**src/rtl/reg_file_ctrl_pkg.sv**
```systemverilog
// Shared constants for reg_file_ctrl: opcodes, FSM state encoding and instruction field positions.
package reg_file_ctrl_pkg;

    localparam int FIELD_W    = 8;
    localparam int OPCODE_LSB = 24;
    localparam int DEST_LSB   = 16;
    localparam int SRC1_LSB   = 8;
    localparam int SRC2_LSB   = 0;

    typedef logic [FIELD_W-1:0] opcode_t;

    localparam opcode_t OP_LOADI = 8'h00;
    localparam opcode_t OP_MOV   = 8'h01;
    localparam opcode_t OP_ADD   = 8'h02;
    localparam opcode_t OP_SUB   = 8'h03;
    localparam opcode_t OP_AND   = 8'h04;
    localparam opcode_t OP_OR    = 8'h05;

    typedef logic [2:0] state_t;

    localparam state_t ST_IDLE   = 3'd0;
    localparam state_t ST_DECODE = 3'd1;
    localparam state_t ST_READ   = 3'd2;
    localparam state_t ST_EXEC   = 3'd3;
    localparam state_t ST_WB     = 3'd4;

    function automatic logic [FIELD_W-1:0] get_field(input logic [31:0] instr, input int lsb);
        return instr[lsb +: FIELD_W];
    endfunction

endpackage

```
**src/rtl/reg_file_ctrl_if.sv**
```systemverilog
// Instruction handshake plus reg_file port bundle; master is the controller, slave is its environment.
// ILLEGAL exists only when REG_FILE_CTRL_ILLEGAL_TRAP_EN is defined.
interface reg_file_ctrl_if #(
    parameter int DATA_W = 8,
    parameter int ADDR_W = 3
);
    logic [31:0]       INSTR;
    logic              INSTR_VALID;
    logic              INSTR_READY;
    logic [ADDR_W-1:0] READREG1;
    logic [ADDR_W-1:0] READREG2;
    logic [DATA_W-1:0] REGOUT1;
    logic [DATA_W-1:0] REGOUT2;
    logic [ADDR_W-1:0] WRITEREG;
    logic [DATA_W-1:0] WRITEDATA;
    logic              WRITEENABLE;
    logic              DONE;

`ifdef REG_FILE_CTRL_ILLEGAL_TRAP_EN
    logic              ILLEGAL;

    modport master (
        input  INSTR, INSTR_VALID, REGOUT1, REGOUT2,
        output INSTR_READY, READREG1, READREG2, WRITEREG, WRITEDATA, WRITEENABLE, DONE, ILLEGAL
    );

    modport slave (
        output INSTR, INSTR_VALID, REGOUT1, REGOUT2,
        input  INSTR_READY, READREG1, READREG2, WRITEREG, WRITEDATA, WRITEENABLE, DONE, ILLEGAL
    );
`else
    modport master (
        input  INSTR, INSTR_VALID, REGOUT1, REGOUT2,
        output INSTR_READY, READREG1, READREG2, WRITEREG, WRITEDATA, WRITEENABLE, DONE
    );

    modport slave (
        output INSTR, INSTR_VALID, REGOUT1, REGOUT2,
        input  INSTR_READY, READREG1, READREG2, WRITEREG, WRITEDATA, WRITEENABLE, DONE
    );
`endif

endinterface

```
**src/rtl/reg_file_ctrl_alu.sv**
```systemverilog
// Combinational result unit for reg_file_ctrl; all arithmetic wraps modulo 2^DATA_W.
module reg_file_ctrl_alu
    import reg_file_ctrl_pkg::*;
#(
    parameter int DATA_W = 8
) (
    input  opcode_t           opcode,
    input  logic [DATA_W-1:0] imm,
    input  logic [DATA_W-1:0] a,
    input  logic [DATA_W-1:0] b,
    output logic [DATA_W-1:0] result,
    output logic              illegal
);

    // NOTE: every output gets a default before the case so no path leaves it unassigned (no latch).
    always_comb begin
        result  = '0;
        illegal = 1'b0;
        case (opcode)
            OP_LOADI: result = imm;
            OP_MOV:   result = b;
            OP_ADD:   result = a + b;
            OP_SUB:   result = a - b;
            OP_AND:   result = a & b;
            OP_OR:    result = a | b;
            default:  illegal = 1'b1;
        endcase
    end

endmodule

```
**src/rtl/reg_file_ctrl.sv**
```systemverilog
// reg_file_ctrl: one-instruction-at-a-time read-modify-write sequencer owning every reg_file port.
// Optional feature macro: REG_FILE_CTRL_ILLEGAL_TRAP_EN adds a sticky ILLEGAL output.
module reg_file_ctrl
    import reg_file_ctrl_pkg::*;
#(
    parameter int DATA_W    = 8,
    parameter int ADDR_W    = 3,
    parameter int READ_WAIT = 1
) (
    input logic             CLK,
    input logic             RESET,
    reg_file_ctrl_if.master bus
);

    localparam int               CNT_W     = (READ_WAIT > 1) ? $clog2(READ_WAIT) : 1;
    localparam logic [CNT_W-1:0] WAIT_LAST = CNT_W'(READ_WAIT - 1);

    state_t            state;
    logic [31:0]       instr_q;
    logic [CNT_W-1:0]  wait_cnt;
    logic              out_of_reset;
    logic [ADDR_W-1:0] read_reg1;
    logic [ADDR_W-1:0] read_reg2;
    logic [ADDR_W-1:0] write_reg;
    logic [DATA_W-1:0] write_data;
    logic              write_enable;
    logic              done;
    logic              accept;
    opcode_t           opcode;
    logic [DATA_W-1:0] imm;
    logic [DATA_W-1:0] alu_result;
    logic              alu_illegal;
    logic              unused_fields;

    assign opcode = get_field(instr_q, OPCODE_LSB);
    assign imm    = DATA_W'(get_field(instr_q, SRC2_LSB));

    // Only the low ADDR_W bits of DEST/SRC1 matter; the rest are deliberately dropped.
    assign unused_fields = ^{instr_q[DEST_LSB +: FIELD_W], instr_q[SRC1_LSB +: FIELD_W]};

    // Ready stays low through reset and rises on the first edge after release.
    assign bus.INSTR_READY = (state == ST_IDLE) && out_of_reset;
    assign accept          = bus.INSTR_READY && bus.INSTR_VALID;

    reg_file_ctrl_alu #(
        .DATA_W (DATA_W)
    ) u_alu (
        .opcode  (opcode),
        .imm     (imm),
        .a       (bus.REGOUT1),
        .b       (bus.REGOUT2),
        .result  (alu_result),
        .illegal (alu_illegal)
    );

    // NOTE: sequential state uses non-blocking assignments so every flop samples pre-edge values.
    always_ff @(posedge CLK or negedge RESET) begin
        if (!RESET) begin
            state        <= ST_IDLE;
            instr_q      <= '0;
            wait_cnt     <= '0;
            out_of_reset <= 1'b0;
            read_reg1    <= '0;
            read_reg2    <= '0;
            write_reg    <= '0;
            write_data   <= '0;
            write_enable <= 1'b0;
            done         <= 1'b0;
        end else begin
            out_of_reset <= 1'b1;
            write_enable <= 1'b0;
            done         <= 1'b0;
            case (state)
                ST_IDLE: begin
                    if (accept) begin
                        instr_q <= bus.INSTR;
                        state   <= ST_DECODE;
                    end
                end
                ST_DECODE: begin
                    read_reg1 <= ADDR_W'(get_field(instr_q, SRC1_LSB));
                    read_reg2 <= ADDR_W'(get_field(instr_q, SRC2_LSB));
                    wait_cnt  <= '0;
                    state     <= ST_READ;
                end
                ST_READ: begin
                    if (wait_cnt == WAIT_LAST) begin
                        state <= ST_EXEC;
                    end else begin
                        wait_cnt <= wait_cnt + 1'b1;
                    end
                end
                ST_EXEC: begin
                    done  <= 1'b1;
                    state <= ST_WB;
                    // Write target/data move only here, so reg_file sees them stable between writes.
                    if (!alu_illegal) begin
                        write_enable <= 1'b1;
                        write_reg    <= ADDR_W'(get_field(instr_q, DEST_LSB));
                        write_data   <= alu_result;
                    end
                end
                ST_WB: begin
                    state <= ST_IDLE;
                end
                default: begin
                    state <= ST_IDLE;
                end
            endcase
        end
    end

    assign bus.READREG1    = read_reg1;
    assign bus.READREG2    = read_reg2;
    assign bus.WRITEREG    = write_reg;
    assign bus.WRITEDATA   = write_data;
    assign bus.WRITEENABLE = write_enable;
    assign bus.DONE        = done;

`ifdef REG_FILE_CTRL_ILLEGAL_TRAP_EN
    logic illegal_q;

    always_ff @(posedge CLK or negedge RESET) begin
        if (!RESET) begin
            illegal_q <= 1'b0;
        end else if ((state == ST_EXEC) && alu_illegal) begin
            illegal_q <= 1'b1;
        end
    end

    assign bus.ILLEGAL = illegal_q;
`endif

endmodule

```
**src/flat_wrapper.sv**
```systemverilog
// flat-port wrapper written by rule: the top's interface ports become plain ports
module reg_file_ctrl_flat import reg_file_ctrl_pkg::*;
#(
    parameter int DATA_W    = 8,
    parameter int ADDR_W    = 3,
    parameter int READ_WAIT = 1
)
  (CLK, RESET, bus_INSTR, bus_INSTR_VALID, bus_REGOUT1, bus_REGOUT2, bus_INSTR_READY, bus_READREG1, bus_READREG2, bus_WRITEREG, bus_WRITEDATA, bus_WRITEENABLE, bus_DONE);
  reg_file_ctrl_if #(.DATA_W(DATA_W), .ADDR_W(ADDR_W)) bus_i ();
  input logic CLK;
  input logic RESET;
  input wire logic [$bits(bus_i.INSTR)-1:0] bus_INSTR;
  input wire logic [$bits(bus_i.INSTR_VALID)-1:0] bus_INSTR_VALID;
  input wire logic [$bits(bus_i.REGOUT1)-1:0] bus_REGOUT1;
  input wire logic [$bits(bus_i.REGOUT2)-1:0] bus_REGOUT2;
  output wire logic [$bits(bus_i.INSTR_READY)-1:0] bus_INSTR_READY;
  output wire logic [$bits(bus_i.READREG1)-1:0] bus_READREG1;
  output wire logic [$bits(bus_i.READREG2)-1:0] bus_READREG2;
  output wire logic [$bits(bus_i.WRITEREG)-1:0] bus_WRITEREG;
  output wire logic [$bits(bus_i.WRITEDATA)-1:0] bus_WRITEDATA;
  output wire logic [$bits(bus_i.WRITEENABLE)-1:0] bus_WRITEENABLE;
  output wire logic [$bits(bus_i.DONE)-1:0] bus_DONE;
  assign bus_i.INSTR = bus_INSTR;
  assign bus_i.INSTR_VALID = bus_INSTR_VALID;
  assign bus_i.REGOUT1 = bus_REGOUT1;
  assign bus_i.REGOUT2 = bus_REGOUT2;
  assign bus_INSTR_READY = bus_i.INSTR_READY;
  assign bus_READREG1 = bus_i.READREG1;
  assign bus_READREG2 = bus_i.READREG2;
  assign bus_WRITEREG = bus_i.WRITEREG;
  assign bus_WRITEDATA = bus_i.WRITEDATA;
  assign bus_WRITEENABLE = bus_i.WRITEENABLE;
  assign bus_DONE = bus_i.DONE;
  reg_file_ctrl #(.DATA_W(DATA_W), .ADDR_W(ADDR_W), .READ_WAIT(READ_WAIT)) u_core (.CLK(CLK), .RESET(RESET), .bus(bus_i));
endmodule
```
**config.mk**
```make
export PLATFORM = sky130hd
export DESIGN_NAME = reg_file_ctrl_flat
export DESIGN_NICKNAME = d
export VERILOG_FILES = /design/src/rtl/reg_file_ctrl_pkg.sv /design/src/rtl/reg_file_ctrl_if.sv /design/src/rtl/reg_file_ctrl_alu.sv /design/src/rtl/reg_file_ctrl.sv /design/src/flat_wrapper.sv
export SDC_FILE = /design/constraint.sdc
export NUM_CORES = 1
export LEC_CHECK = 0
export ABC_AREA = 1
export CAP_MARGIN = 20
export CORE_MARGIN = 1.5
export CORE_UTILIZATION = 44
export CTS_CLUSTER_SIZE = 30
export DETAILED_ROUTE_END_ITERATION = 10
export PLACE_DENSITY = 0.76
export SETUP_SLACK_MARGIN = 0.05
export SLEW_MARGIN = 20
export SYNTH_ARGS = -nofsm -noshare
export SYNTH_HDL_FRONTEND = slang
export SYNTH_SLANG_ARGS = --single-unit
```
**constraint.sdc**
```tcl
create_clock -name CLK -period 2.4 [get_ports CLK]
set_clock_uncertainty 0.2 [all_clocks]
set_input_delay 0.48 -clock CLK [delete_from_list [all_inputs] [get_ports CLK]]
set_output_delay 0.48 -clock CLK [all_outputs]
set_load 0.01 [all_outputs]
```
==> metrics.md, run 1 <==
| Metric | Value |
|---|---|
| Initial antenna violation count | `0` |
| TNS Setup | `0 ns` |
| Final period utilization | `0.998` |
| DP HPWL | `5290 µm` |
| Antenna diodes | `0` |
| Post-layout min period | `2.39 ns` |
| Violation count after the first detailed-route iteration | `74` |
| Number of hold violations in the final report | `0` |
| Vias in the first global route | `2606` |
| R2R setup slack | `0.006 ns` |
| Number of max-slew violations in the final report | `0` |
| Reg2Reg Depth | `17` |
| I/O pin count | `71` |
| Distinct cells, synth | `36` |
| Number of nets in the layout | `519` |
| Placeable core region | `0.00592 mm²` |
| Sinks on the clock net | `45` |
| Cell types occupying the most area after synthesis | `sky130_fd_sc_hd__dfrtp_1 (42%), sky130_fd_sc_hd__nand2_1 (11%), sky130_fd_sc_hd__nor2_1 (6.4%), sky130_fd_sc_hd__inv_1 (5.9%), sky130_fd_sc_hd__a21oi_1 (5.0%)` |
| Data arrival time of the worst path | `2.43 ns` |
| Outcome | `completed` |
| Critical Path Source Type | `flip-flop` |
| Portion of synthesized cell area occupied by the leading cell type | `0.420` |
| Layout Area Growth over Synthesis | `47.6%` |
| VDD IR-drop max | `0.588 mV` |
| Global-route wire length before repair | `11500 µm` |
| Final core utilization | `0.669` |
| Synth Warn # | `0` |
| Crit path capture type | `flip-flop` |
| Type of the worst setup path | `reg -> reg` |
| Maximum fanout count along the critical path | `5` |
| Buffers added on ports | `60` |
| RSZ-0062 raised after global routing | `true` |
| Vias | `2590` |
| Floorplan die area | `0.00657 mm²` |
| Area of the mapped netlist | `0.00268 mm²` |
| Dpl cells | `506` |
| Endpoint of the worst register-to-register path | `u_core.bus.WRITEDATA[7]` |
| Final setup violation count | `0` |
| Launch instance of the worst register-to-register path | `u_core.instr_q[24]` |
| Max capacitance violation total | `0` |
| Number of iterations in the first detailed-routing pass | `4` |
| Synthesized netlist cell count | `339` |
| Post-CTS clock slew at the launch and capture registers of the worst setup and hold paths | `0.09 ns` |
| Worst Hold Launch | `u_core.bus.WRITEDATA[2]` |
| Part of the Yosys area used for sequential elements | `0.420` |
| Cell at the root of the clock tree | `sky130_fd_sc_hd__clkbuf_8` |
| Filler cell count in the final layout | `508` |
| Clock H-tree levels | `2` |
| Power density over cell area | `721 mW/mm²` |
| Width of the die | `81.1 µm` |
| Maximum count of clock buffers along a single path | `2` |
| Async set-or-reset flop fraction in the synthesized netlist | `1.00` |
| Pin slew with the least headroom to its limit | `0.523 ns` |
| Predominant post-synthesis flop cell | `sky130_fd_sc_hd__dfrtp_1` |
| Die outline height | `81.1 µm` |
| GP Congestion | `0.911` |
| Starting Density | `0.453` |
| GR Util All Layers | `0.232` |
| Global route total overflow | `0` |
| Worst Hold Depth | `2` |
| TritonCTS buffer count | `5` |
| FF+latch count, synth | `45` |
| Post-Synthesis Mean Instance Area | `7.91 µm²` |
| Static leakage power | `1.93 nW` |
| FP Rows | `28` |
| Relative slew slack | `0.650` |
| Net count after synthesis | `401` |
| Tightest Hold Check Type | `reg -> reg` |
| Post-DR wirelength/cell | `13.3 µm` |
| Endpoint of the worst hold-timing path | `u_core.bus.WRITEDATA[2]` |
| Number of flops mapped to enable cells by yosys | `0` |
| Final non-filler cell total | `533` |
| Number of routed nets with antenna violations | `0` |
| Share of layout cells above drive strength 1 | `0.286` |
| Vias per cell | `4.86` |
| Synth area leader | `sky130_fd_sc_hd__dfrtp_1` |
| Skew-Pair Late Insertion Delay | `0.30 ns` |
| Detailed Route WL | `7090 µm` |
| Maximum achievable frequency | `418 MHz` |
| WP data required | `2.44 ns` |
| Maximum number of pins on one net before global-route repair | `22` |
| DRC viols | `0` |
| TritonCTS clock tree | `yes` |
## per-stage QoR
step                      setup WS, ns  power (mW)  area, µm²  hold WS [ns]
after CTS                      0.00504        2.83       3870         0.294
after global placement          -0.619        2.27       3610         0.218
after global routing            -0.156        3.07       3960         0.313
after floorplan                 0.0703        1.79       2690       -0.0156
after detailed placement        -0.692        2.31       3610         0.225
final                          0.00553        2.86       3960         0.278
## timing repair
action	4_1_cts	5_1_grt
pin swaps	17	15
gates resized for setup	37	18
setup buffers	14	4
hold buffers	1	0
endpoints found under the setup margin	7	8
endpoints found under the hold margin	16	0
cloned	0	0
## where the power goes
part	internal [mW]	switching [mW]	total, mW	leakage (nW)
Sequential	1.03	0.162	1.19	0.513
Combinational	0.605	0.590	1.19	1.38
Clock	0.205	0.268	0.474	0.0374
## cell families (layout without fill, tap and decap cells)
group	count (synthesis)	in the layout	share of synthesized area
XOR/XNOR	6	6	0.0196
AND/OR/NAND/NOR	162	162	0.278
AO/OA/AOI/OAI	54	54	0.109
buffers and inverters	55	174	0.0914
multiplexers	5	5	0.0266
adder cells (fa/ha/maj)	11	11	0.0541
other	1	1	0.00140
flip-flops	45	45	0.420
## metal layers
layer / wire (µm) / GRT usage / up-vias / share of wire
met1: 2990 / 0.282 / 1193 / 0.42
met2: 3550 / 0.413 / 76 / 0.50
li1: - / - / 1306 / -
met5: 0 / 0 / - / 0
met3: 390 / 0.0427 / 15 / 0.055
met4: 155 / 0.0741 / 0 / 0.022
## worst max-delay path by stage
stage / slack (ns) / to / from
global placement: -0.62 / u_core.bus.WRITEDATA[6] / bus_REGOUT2[2]
finish: 0.006 / u_core.bus.WRITEDATA[7] / u_core.instr_q[24]
CTS: 0.005 / u_core.bus.WRITEDATA[7] / u_core.instr_q[27]
floorplan: 0.07 / u_core.bus.WRITEDATA[5] / u_core.instr_q[28]
global route: -0.16 / u_core.bus.WRITEDATA[7] / u_core.instr_q[28]
detailed placement: -0.69 / u_core.bus.WRITEDATA[7] / bus_REGOUT2[0]
## layout by cell type (no fill, tap or decap), types with 3 or more instances in the layout
master	n
sky130_fd_sc_hd__nand2_2	9
sky130_fd_sc_hd__ha_1	8
sky130_fd_sc_hd__a21oi_1	21
sky130_fd_sc_hd__o21ai_0	18
sky130_fd_sc_hd__dfrtp_1	45
sky130_fd_sc_hd__clkbuf_8	5
sky130_fd_sc_hd__mux2_4	4
sky130_fd_sc_hd__nor2_2	4
sky130_fd_sc_hd__a21oi_2	8
sky130_fd_sc_hd__inv_2	13
sky130_fd_sc_hd__clkdlybuf4s50_1	53
sky130_fd_sc_hd__xor2_1	5
sky130_fd_sc_hd__nand2_4	3
sky130_fd_sc_hd__buf_2	4
sky130_fd_sc_hd__inv_1	33
sky130_fd_sc_hd__nor2_4	4
sky130_fd_sc_hd__nand3_1	16
sky130_fd_sc_hd__buf_4	55
sky130_fd_sc_hd__nand2_1	70
sky130_fd_sc_hd__nor2_1	43
sky130_fd_sc_hd__nand3_2	3
## area by class of cell
type | instances | area, µm² | share of cell area
clock buffers | 6 | 72.6 | 0.0183
clock inverters | 2 | 15.0 | 0.00379
inverters | 49 | 194 | 0.0490
multi-input cells | 239 | 1440 | 0.364
flip-flops and latches | 45 | 1130 | 0.284
well taps | 75 | 93.8 | 0.0237
repair buffers | 117 | 1010 | 0.256
## flip-flops by register name, summed over array words and instances (netlist names)
name	cells
u_core.state	3
u_core.bus.WRITEENABLE	1
u_core.bus.WRITEREG	3
u_core.bus.READREG2	3
u_core.bus.DONE	1
u_core.out_of_reset	1
u_core.bus.READREG1	3
u_core.instr_q	22
u_core.bus.WRITEDATA	8
## synthesized netlist by cell type, types with 4 or more instances
master	n
sky130_fd_sc_hd__o21ai_0	19
sky130_fd_sc_hd__mux2_4	4
sky130_fd_sc_hd__nand3_1	17
sky130_fd_sc_hd__nor2_1	46
sky130_fd_sc_hd__a21oi_1	27
sky130_fd_sc_hd__ha_1	10
sky130_fd_sc_hd__inv_2	5
sky130_fd_sc_hd__inv_1	42
sky130_fd_sc_hd__xor2_1	6
sky130_fd_sc_hd__dfrtp_1	45
sky130_fd_sc_hd__nand2_1	78
## worst max-delay path, stage by stage (launching register included)
cell and delay (ns):
sky130_fd_sc_hd__dfrtp_1 0.41, sky130_fd_sc_hd__nand2_2 0.09, sky130_fd_sc_hd__nor2_4 0.04, sky130_fd_sc_hd__nand2_4 0.10
sky130_fd_sc_hd__inv_4 0.05, sky130_fd_sc_hd__buf_4 0.13, sky130_fd_sc_hd__a31oi_4 0.16, sky130_fd_sc_hd__xor2_2 0.20
sky130_fd_sc_hd__ha_4 0.23, sky130_fd_sc_hd__nand2_1 0.09, sky130_fd_sc_hd__inv_1 0.05, sky130_fd_sc_hd__nand2_2 0.06
sky130_fd_sc_hd__nand2_2 0.05, sky130_fd_sc_hd__a21oi_2 0.13, sky130_fd_sc_hd__inv_1 0.05, sky130_fd_sc_hd__nand2_1 0.08
sky130_fd_sc_hd__nand3_2 0.07, sky130_fd_sc_hd__a21oi_2 0.13
(Power assumes the default switching activity.)
==> run 2: changes to the inputs <==
--- a/config.mk
+++ b/config.mk
@@ -8,10 +8,10 @@
 export ABC_AREA = 1
 export CAP_MARGIN = 20
 export CORE_MARGIN = 1.5
-export CORE_UTILIZATION = 44
-export CTS_CLUSTER_SIZE = 30
+export CORE_UTILIZATION = 57
 export DETAILED_ROUTE_END_ITERATION = 10
-export PLACE_DENSITY = 0.76
+export DONT_BUFFER_PORTS = 1
+export PLACE_DENSITY = 0.75
 export SETUP_SLACK_MARGIN = 0.05
 export SLEW_MARGIN = 20
 export SYNTH_ARGS = -nofsm -noshare
==> metrics.md, run 2 (synthesized netlist as in run 1, its figures left out) <==
| Metric | Value |
|---|---|
| Area post-placement | `0.00283 mm² (-21%)` |
| Final design instance area without fill | `0.00309 mm² (-22%)` |
| Vias | `2194 (-15%)` |
| Outcome | `finished, violations left` |
| DP HPWL | `4250 µm (-20%)` |
| Max incr delay on CP | `0.39 ns (-0.02 ns)` |
| Number of iterations in the first detailed-routing pass | `7 (+3)` |
| Worst setup slack after layout | `-0.00160 ns (-0.00713 ns)` |
| TNS Setup | `-0.00160 ns (-0.00160 ns)` |
| Timing startpoint of the critical path | `u_core.instr_q[28]` |
| Antenna diodes | `0 (unchanged)` |
| TritonCTS buffer count | `5 (unchanged)` |
| Commonest cells after routing, fill and taps aside | `sky130_fd_sc_hd__nand2_1 (74), sky130_fd_sc_hd__dfrtp_1 (45), sky130_fd_sc_hd__nor2_1 (44)` |
| Switching part of the total | `0.347 (-0.00995)` |
| Global route total overflow | `0 (unchanged)` |
| Portion of total power attributed to the clock network | `0.216 (+0.050)` |
| Endpoint of the worst hold-timing path | `u_core.instr_q[3]` |
| Dominant cell type by count on the critical path | `sky130_fd_sc_hd__nor2_1` |
| FP Rows | `24 (-14%)` |
| RSZ-0062 raised after global routing | `true` |
| I/O pin count | `71 (unchanged)` |
| Max capacitance violation total | `0 (unchanged)` |
| Maximum achievable frequency | `416 MHz (-0.30%)` |
| Placeable core region | `0.00444 mm² (-25%)` |
| Worst hold slack | `0.125 ns (-0.153 ns)` |
| Power density over cell area | `876 mW/mm² (+21%)` |
| Share of layout cells above drive strength 1 | `0.214 (-0.0723)` |
| Cell at the root of the clock tree | `sky130_fd_sc_hd__clkbuf_8` |
| Fraction of power consumed by sequential logic | `0.451 (+0.035)` |
| Worst Hold Depth | `1 (-1)` |
| GP Congestion | `0.909 (-0.22%)` |
| Skew-Pair Late Insertion Delay | `0.30 ns (about the same)` |
| Clock H-tree levels | `2 (unchanged)` |
| Pin slew with the least headroom to its limit | `0.495 ns (-0.0274 ns)` |
| Largest register by flop count | `u_core.instr_q` |
| Crit path capture type | `flip-flop` |
| Buffers added on ports | `0 (-100%)` |
| Starting Density | `0.604 (+0.151)` |
| Buffers plus inverters on the worst setup path | `1 (-3)` |
| Floorplan die area | `0.00513 mm² (-22%)` |
| GR Util All Layers | `0.237 (+0.00502)` |
| Post-DR wirelength/cell | `13.9 µm (+4.5%)` |
| Violation count after the first detailed-route iteration | `122 (+65%)` |
| Vias per cell | `5.26 (+8.3%)` |
| Final setup violation count | `1 (+1)` |
| R2R setup slack | `-0.002 ns (about the same)` |
| Global-route wire length before repair | `9430 µm (-18%)` |
| CP cell instances | `inv_2 > nand2_2 > nor2_4 > nand2_4 > nand2_1 > xor2_1 > ha_1 > a21oi_1 > o21ai_1 > nor2_1 > nand2_1 > nand2_1 > nor2_1 > nor2_1 > nor2_1` |
| Launch instance of the worst register-to-register path | `u_core.instr_q[28]` |
| Critical Path Source Type | `flip-flop` |
| DRC viols | `4 (+4)` |
| Worst Hold Launch | `bus_INSTR[3]` |
| Width of the die | `71.6 µm (-12%)` |
| Final period utilization | `1.00 (+0.00297)` |
| Reg2Reg Depth | `15 (-2)` |
| Failing checks | `design-rule violations, negative setup slack` |
| Static leakage power | `1.55 nW (-20%)` |
| Number of nets in the layout | `426 (-18%)` |
| Post-layout min period | `2.40 ns (+0.00713 ns)` |
| Internal Power | `1.77 mW (-3.6%)` |
| Tightest Hold Check Type | `in -> reg` |
| Share of power burned in combinational logic | `0.333 (-0.085)` |
| Overall power consumption | `2.71 mW (-5.1%)` |
| Number of hold violations in the final report | `0 (unchanged)` |
| Commonest non-fill, non-tap cell in the layout | `sky130_fd_sc_hd__nand2_1` |
| CP delay by family, top | `simple AND/OR/NAND/NOR gates` |
| Flip-flop count of the largest register, all copies and words added | `22 (unchanged)` |
| Maximum number of pins on one net before global-route repair | `46 (+110%)` |
| Switching Power | `0.942 mW (-7.7%)` |
| WP data required | `2.39 ns (-0.05 ns)` |
| Sinks on the clock net | `45 (unchanged)` |
| Number of max-slew violations in the final report | `0 (unchanged)` |
| Layout Area Growth over Synthesis | `15.3%` |
| Endpoint of the worst register-to-register path | `u_core.bus.WRITEDATA[6]` |
| Data arrival time of the worst path | `2.39 ns (-0.04 ns)` |
| Relative slew slack | `0.669 (+0.0184)` |
| Maximum fanout count along the critical path | `6 (+1)` |
| VDD IR-drop max | `0.709 mV (+21%)` |
| Vias in the first global route | `2123 (-19%)` |
| Die outline height | `71.6 µm (-12%)` |
| Maximum count of clock buffers along a single path | `2 (unchanged)` |
| Highest-delay cell along the critical path | `sky130_fd_sc_hd__dfrtp_1` |
| Detailed Route WL | `5790 µm (-18%)` |
| Type of the worst setup path | `reg -> reg` |
| Post-CTS clock slew at the launch and capture registers of the worst setup and hold paths | `0.08 ns (about the same)` |
| Number of routed nets with antenna violations | `0 (unchanged)` |
| Initial antenna violation count | `0 (unchanged)` |
| TritonCTS clock tree | `yes` |
run 2: changes by cell type in the layout (fill, tap and decap cells not counted), sizes merged:
| cell | delta |
|---|---|
| dlygate4sd2 | -2 |
| buf | -37 |
| dlymetal6s2s | -1 |
| bufinv | +1 |
| clkbuf | +1 |
| clkinvlp | -2 |
| clkdlybuf4s50 | -53 |
run 2: what timing repair did:
action | in CTS | in global routing
resized for setup | 10 | 15
endpoints found under the setup margin | 7 | 5
buffers inserted | 0 | 4
hold buffers | 2 | 0
endpoints found under the hold margin | 45 | 0
pin swaps | 7 | 15
run 2: cell type report:
type,count,area [µm²]
Clock buffer,7,86.3
Tap cell,52,65.1
Clock inverter,1,30.0
Sequential cell,45,1130
Inverter,49,194
Multi-Input combinational cell,239,1390
Timing Repair Buffer,24,206
Fill cell,374,1350
run 2: power groups by stage:
stage          sequential (mW)  combinational [mW]  clock (mW)
3_3_place_gp              1.23               0.776           0
2_1_floorplan             1.20               0.586           0
5_1_grt                   1.26                1.02       0.632
4_1_cts                   1.23               0.851       0.596
6_report                  1.22               0.903       0.585
3_5_place_dp              1.24               0.812           0
run 2: per-layer routing:
layer / vias up / GRT usage / wire, µm
met5: - / 0 / 0
met4: 0 / 0.0776 / 127
met3: 12 / 0.0717 / 438
met2: 69 / 0.369 / 2670
met1: 992 / 0.319 / 2550
li1: 1121 / - / -
run 2: worst max path at each step:
| stage | endpoint | slack, ns | depth (start not counted) |
|---|---|---|---|
| after floorplan | u_core.bus.WRITEDATA[5] | 0.07 | 17 |
| after global placement | u_core.bus.WRITEDATA[7] | -0.08 | 16 |
| after detailed placement | u_core.bus.WRITEDATA[7] | -0.11 | 16 |
| after CTS | u_core.bus.WRITEDATA[7] | 0.06 | 17 |
| after global routing | u_core.bus.WRITEDATA[6] | -0.19 | 15 |
| final | u_core.bus.WRITEDATA[6] | -0.002 | 15 |
run 2: through the flow:
step                 util  worst slack [ns]  instances
detailed placement  0.638            -0.106        403
global route        0.696            -0.192        417
CTS                 0.678            0.0594        413
global placement    0.638           -0.0831        403
finish              0.696          -0.00160        417
floorplan               -            0.0703        339
==> run 3: changes to the inputs <==
--- a/config.mk
+++ b/config.mk
@@ -6,12 +6,13 @@
 export NUM_CORES = 1
 export LEC_CHECK = 0
 export ABC_AREA = 1
-export CAP_MARGIN = 20
+export CELL_PAD_IN_SITES_DETAIL_PLACEMENT = 0
+export CELL_PAD_IN_SITES_GLOBAL_PLACEMENT = 1
 export CORE_MARGIN = 1.5
-export CORE_UTILIZATION = 57
+export CORE_UTILIZATION = 41
 export DETAILED_ROUTE_END_ITERATION = 10
 export DONT_BUFFER_PORTS = 1
-export PLACE_DENSITY = 0.75
+export PLACE_DENSITY_LB_ADDON = 0.1
 export SETUP_SLACK_MARGIN = 0.05
 export SLEW_MARGIN = 20
 export SYNTH_ARGS = -nofsm -noshare
==> metrics.md, run 3 (synthesized netlist as in run 1, its figures left out) <==
| Metric | Value |
|---|---|
| Outcome | `finished, violations left` |
| Failing checks | `negative setup slack` |
| Commonest non-fill, non-tap cell in the layout | `sky130_fd_sc_hd__nand2_1` |
| Post-CTS clock slew at the launch and capture registers of the worst setup and hold paths | `0.08 ns (about the same)` |
| Worst Hold Launch | `bus_INSTR[6]` |
| Global route total overflow | `0 (unchanged)` |
| RSZ-0062 raised after global routing | `true` |
| Highest-delay cell along the critical path | `sky130_fd_sc_hd__dfrtp_1` |
| Max incr delay on CP | `0.38 ns (about the same)` |
| Clock H-tree levels | `2 (unchanged)` |
| Vias in the first global route | `2130 (+0.33%)` |
| CP delay by family, top | `simple AND/OR/NAND/NOR gates` |
| GP Congestion | `0.798 (-12%)` |
| Largest register by flop count | `u_core.instr_q` |
| Number of iterations in the first detailed-routing pass | `4 (-3)` |
| Sinks on the clock net | `45 (unchanged)` |
| Number of hold violations in the final report | `0 (unchanged)` |
| TritonCTS buffer count | `5 (unchanged)` |
| Layout Area Growth over Synthesis | `18.8%` |
| Skew-Pair Late Insertion Delay | `0.29 ns (about the same)` |
| DP HPWL | `4690 µm (+10%)` |
| Tightest Hold Check Type | `in -> reg` |
| Maximum fanout count along the critical path | `5 (-1)` |
| Die outline height | `83.9 µm (+17%)` |
| Endpoint of the worst register-to-register path | `u_core.bus.WRITEDATA[7]` |
| Reg2Reg Depth | `17 (+2)` |
| Max capacitance violation total | `0 (unchanged)` |
| Type of the worst setup path | `reg -> reg` |
| Floorplan die area | `0.00704 mm² (+37%)` |
| Power density over cell area | `813 mW/mm² (-7.2%)` |
| Buffers plus inverters on the worst setup path | `3 (+2)` |
| Met1 capacity usage during global routing | `0.235 (-0.0835)` |
| Switching Power | `0.912 mW (-3.2%)` |
| Share of power burned in combinational logic | `0.352 (+0.019)` |
| Post-layout min period | `2.41 ns (+0.0131 ns)` |
| Final core utilization | `0.502 (-0.194)` |
| FP Rows | `29 (+21%)` |
| Critical Path Source Type | `flip-flop` |
| Global-route wire length before repair | `10100 µm (+6.6%)` |
| GR Util All Layers | `0.181 (-0.0558)` |
| Worst hold slack | `0.132 ns (+0.00666 ns)` |
| Initial antenna violation count | `0 (unchanged)` |
| Number of max-slew violations in the final report | `0 (unchanged)` |
| WP data required | `2.42 ns (+0.03 ns)` |
| Commonest cells after routing, fill and taps aside | `sky130_fd_sc_hd__nand2_1 (72), sky130_fd_sc_hd__nor2_1 (45), sky130_fd_sc_hd__dfrtp_1 (45)` |
| Portion of total power attributed to the clock network | `0.177 (-0.039)` |
| CP cell instances | `inv_1 > nand2_2 > nor2_4 > nand2_4 > inv_6 > nor2_1 > xor2_1 > ha_1 > nand2_1 > nand2_2 > nand2_1 > nand2_1 > a21oi_2 > inv_1 > nand2_1 > nand3_2 > a21oi_2` |
| Final period utilization | `1.01 (+0.00548)` |
| Width of the die | `83.9 µm (+17%)` |
| Antenna diodes | `0 (unchanged)` |
| Share of layout cells above drive strength 1 | `0.235 (+0.0210)` |
| Vias | `2195 (+0.046%)` |
| Met3 Use GR | `0.0544 (-0.0173)` |
| Buffers added on ports | `0 (unchanged)` |
| M2 GR Usage | `0.301 (-0.0688)` |
| Internal Power | `1.68 mW (-5.1%)` |
| Vias per cell | `4.86 (-7.7%)` |
| Violation count after the first detailed-route iteration | `104 (-15%)` |
| Crit path capture type | `flip-flop` |
| Static leakage power | `1.59 nW (+2.7%)` |
| Endpoint of the worst hold-timing path | `u_core.instr_q[6]` |
| Number of nets in the layout | `437 (+2.6%)` |
| DRC viols | `0 (-4)` |
| R2R setup slack | `-0.01 ns (about the same)` |
| Launch instance of the worst register-to-register path | `u_core.instr_q[26]` |
| Switching part of the total | `0.352 (+0.00460)` |
| Dominant cell type by count on the critical path | `sky130_fd_sc_hd__nand2_1` |
| Starting Density | `0.422 (-0.181)` |
| Maximum count of clock buffers along a single path | `2 (unchanged)` |
| Worst Hold Depth | `1 (unchanged)` |
| Maximum number of pins on one net before global-route repair | `46 (unchanged)` |
| Final setup violation count | `1 (unchanged)` |
| Worst setup slack after layout | `-0.0147 ns (-0.0131 ns)` |
| Number of routed nets with antenna violations | `0 (unchanged)` |
| Placeable core region | `0.00635 mm² (+43%)` |
| I/O pin count | `71 (unchanged)` |
| TritonCTS clock tree | `yes` |
| Flip-flop count of the largest register, all copies and words added | `22 (unchanged)` |
| Post-DR wirelength/cell | `13.1 µm (-5.4%)` |
| VDD IR-drop max | `0.514 mV (-27%)` |
| Global route hottest layer | `met2` |
| Cell at the root of the clock tree | `sky130_fd_sc_hd__clkbuf_8` |
| Fraction of power consumed by sequential logic | `0.471 (+0.020)` |
| Maximum achievable frequency | `414 MHz (-0.54%)` |
| Data arrival time of the worst path | `2.43 ns (+0.04 ns)` |
| Detailed Route WL | `5940 µm (+2.5%)` |
[run 3: layer usage]
| metal | up-vias | share of wire |
|---|---|---|
| met5 | - | 0 |
| met4 | 0 | 0.0071 |
| met3 | 4 | 0.048 |
| met2 | 42 | 0.48 |
| li1 | 1148 | - |
| met1 | 1001 | 0.46 |
[run 3: timing repair]
action                                 in CTS  in global routing
hold buffers                                2                  0
buffers inserted                            5                  2
gates resized for setup                    15                 13
endpoints found under the hold margin      45                  0
setup endpoints to repair                   7                  7
pin swaps                                  12                  8
[run 3: layout make-up]
| type | instances | area [µm²] |
|---|---|---|
| fill | 632 | 3160 |
| tap | 77 | 96.3 |
| sequential | 45 | 1130 |
| timing repair buffer | 35 | 289 |
| multi-input combinational | 239 | 1390 |
| clock buffer | 7 | 86.3 |
| inverter | 49 | 196 |
[run 3: worst max-delay path by stage]
| stage | startpoint | end | slack [ns] | depth (start not counted) |
|---|---|---|---|---|
| after floorplan | u_core.instr_q[28] | u_core.bus.WRITEDATA[5] | 0.07 | 17 |
| after global routing | u_core.instr_q[26] | u_core.bus.WRITEDATA[7] | -0.22 | 17 |
| after detailed placement | bus_REGOUT2[2] | u_core.bus.WRITEDATA[7] | -0.22 | 15 |
| after CTS | u_core.instr_q[31] | u_core.bus.WRITEDATA[5] | 0.03 | 17 |
| after global placement | bus_REGOUT2[0] | u_core.bus.WRITEDATA[7] | -0.18 | 12 |
| final | u_core.instr_q[26] | u_core.bus.WRITEDATA[7] | -0.01 | 17 |
[run 3: power groups by stage]
stage | registers, mW | logic, mW | clock network, mW
2_1_floorplan | 1.20 | 0.586 | 0
3_3_place_gp | 1.23 | 0.821 | 0
3_5_place_dp | 1.24 | 0.842 | 0
4_1_cts | 1.22 | 0.892 | 0.479
5_1_grt | 1.25 | 1.04 | 0.507
6_report | 1.22 | 0.913 | 0.458
[run 3: metrics by stage]
step           cells  setup TNS [ns]  cell area [µm²]  setup slack, ns  total power [mW]
2_1_floorplan    339               0             2690           0.0703              1.79
4_1_cts          450               0             3120           0.0253              2.59
3_3_place_gp     436          -0.602             2930           -0.178              2.05
5_1_grt          452          -0.761             3190           -0.217              2.80
6_report         452         -0.0147             3190          -0.0147              2.59
3_5_place_dp     436          -0.735             2930           -0.220              2.08
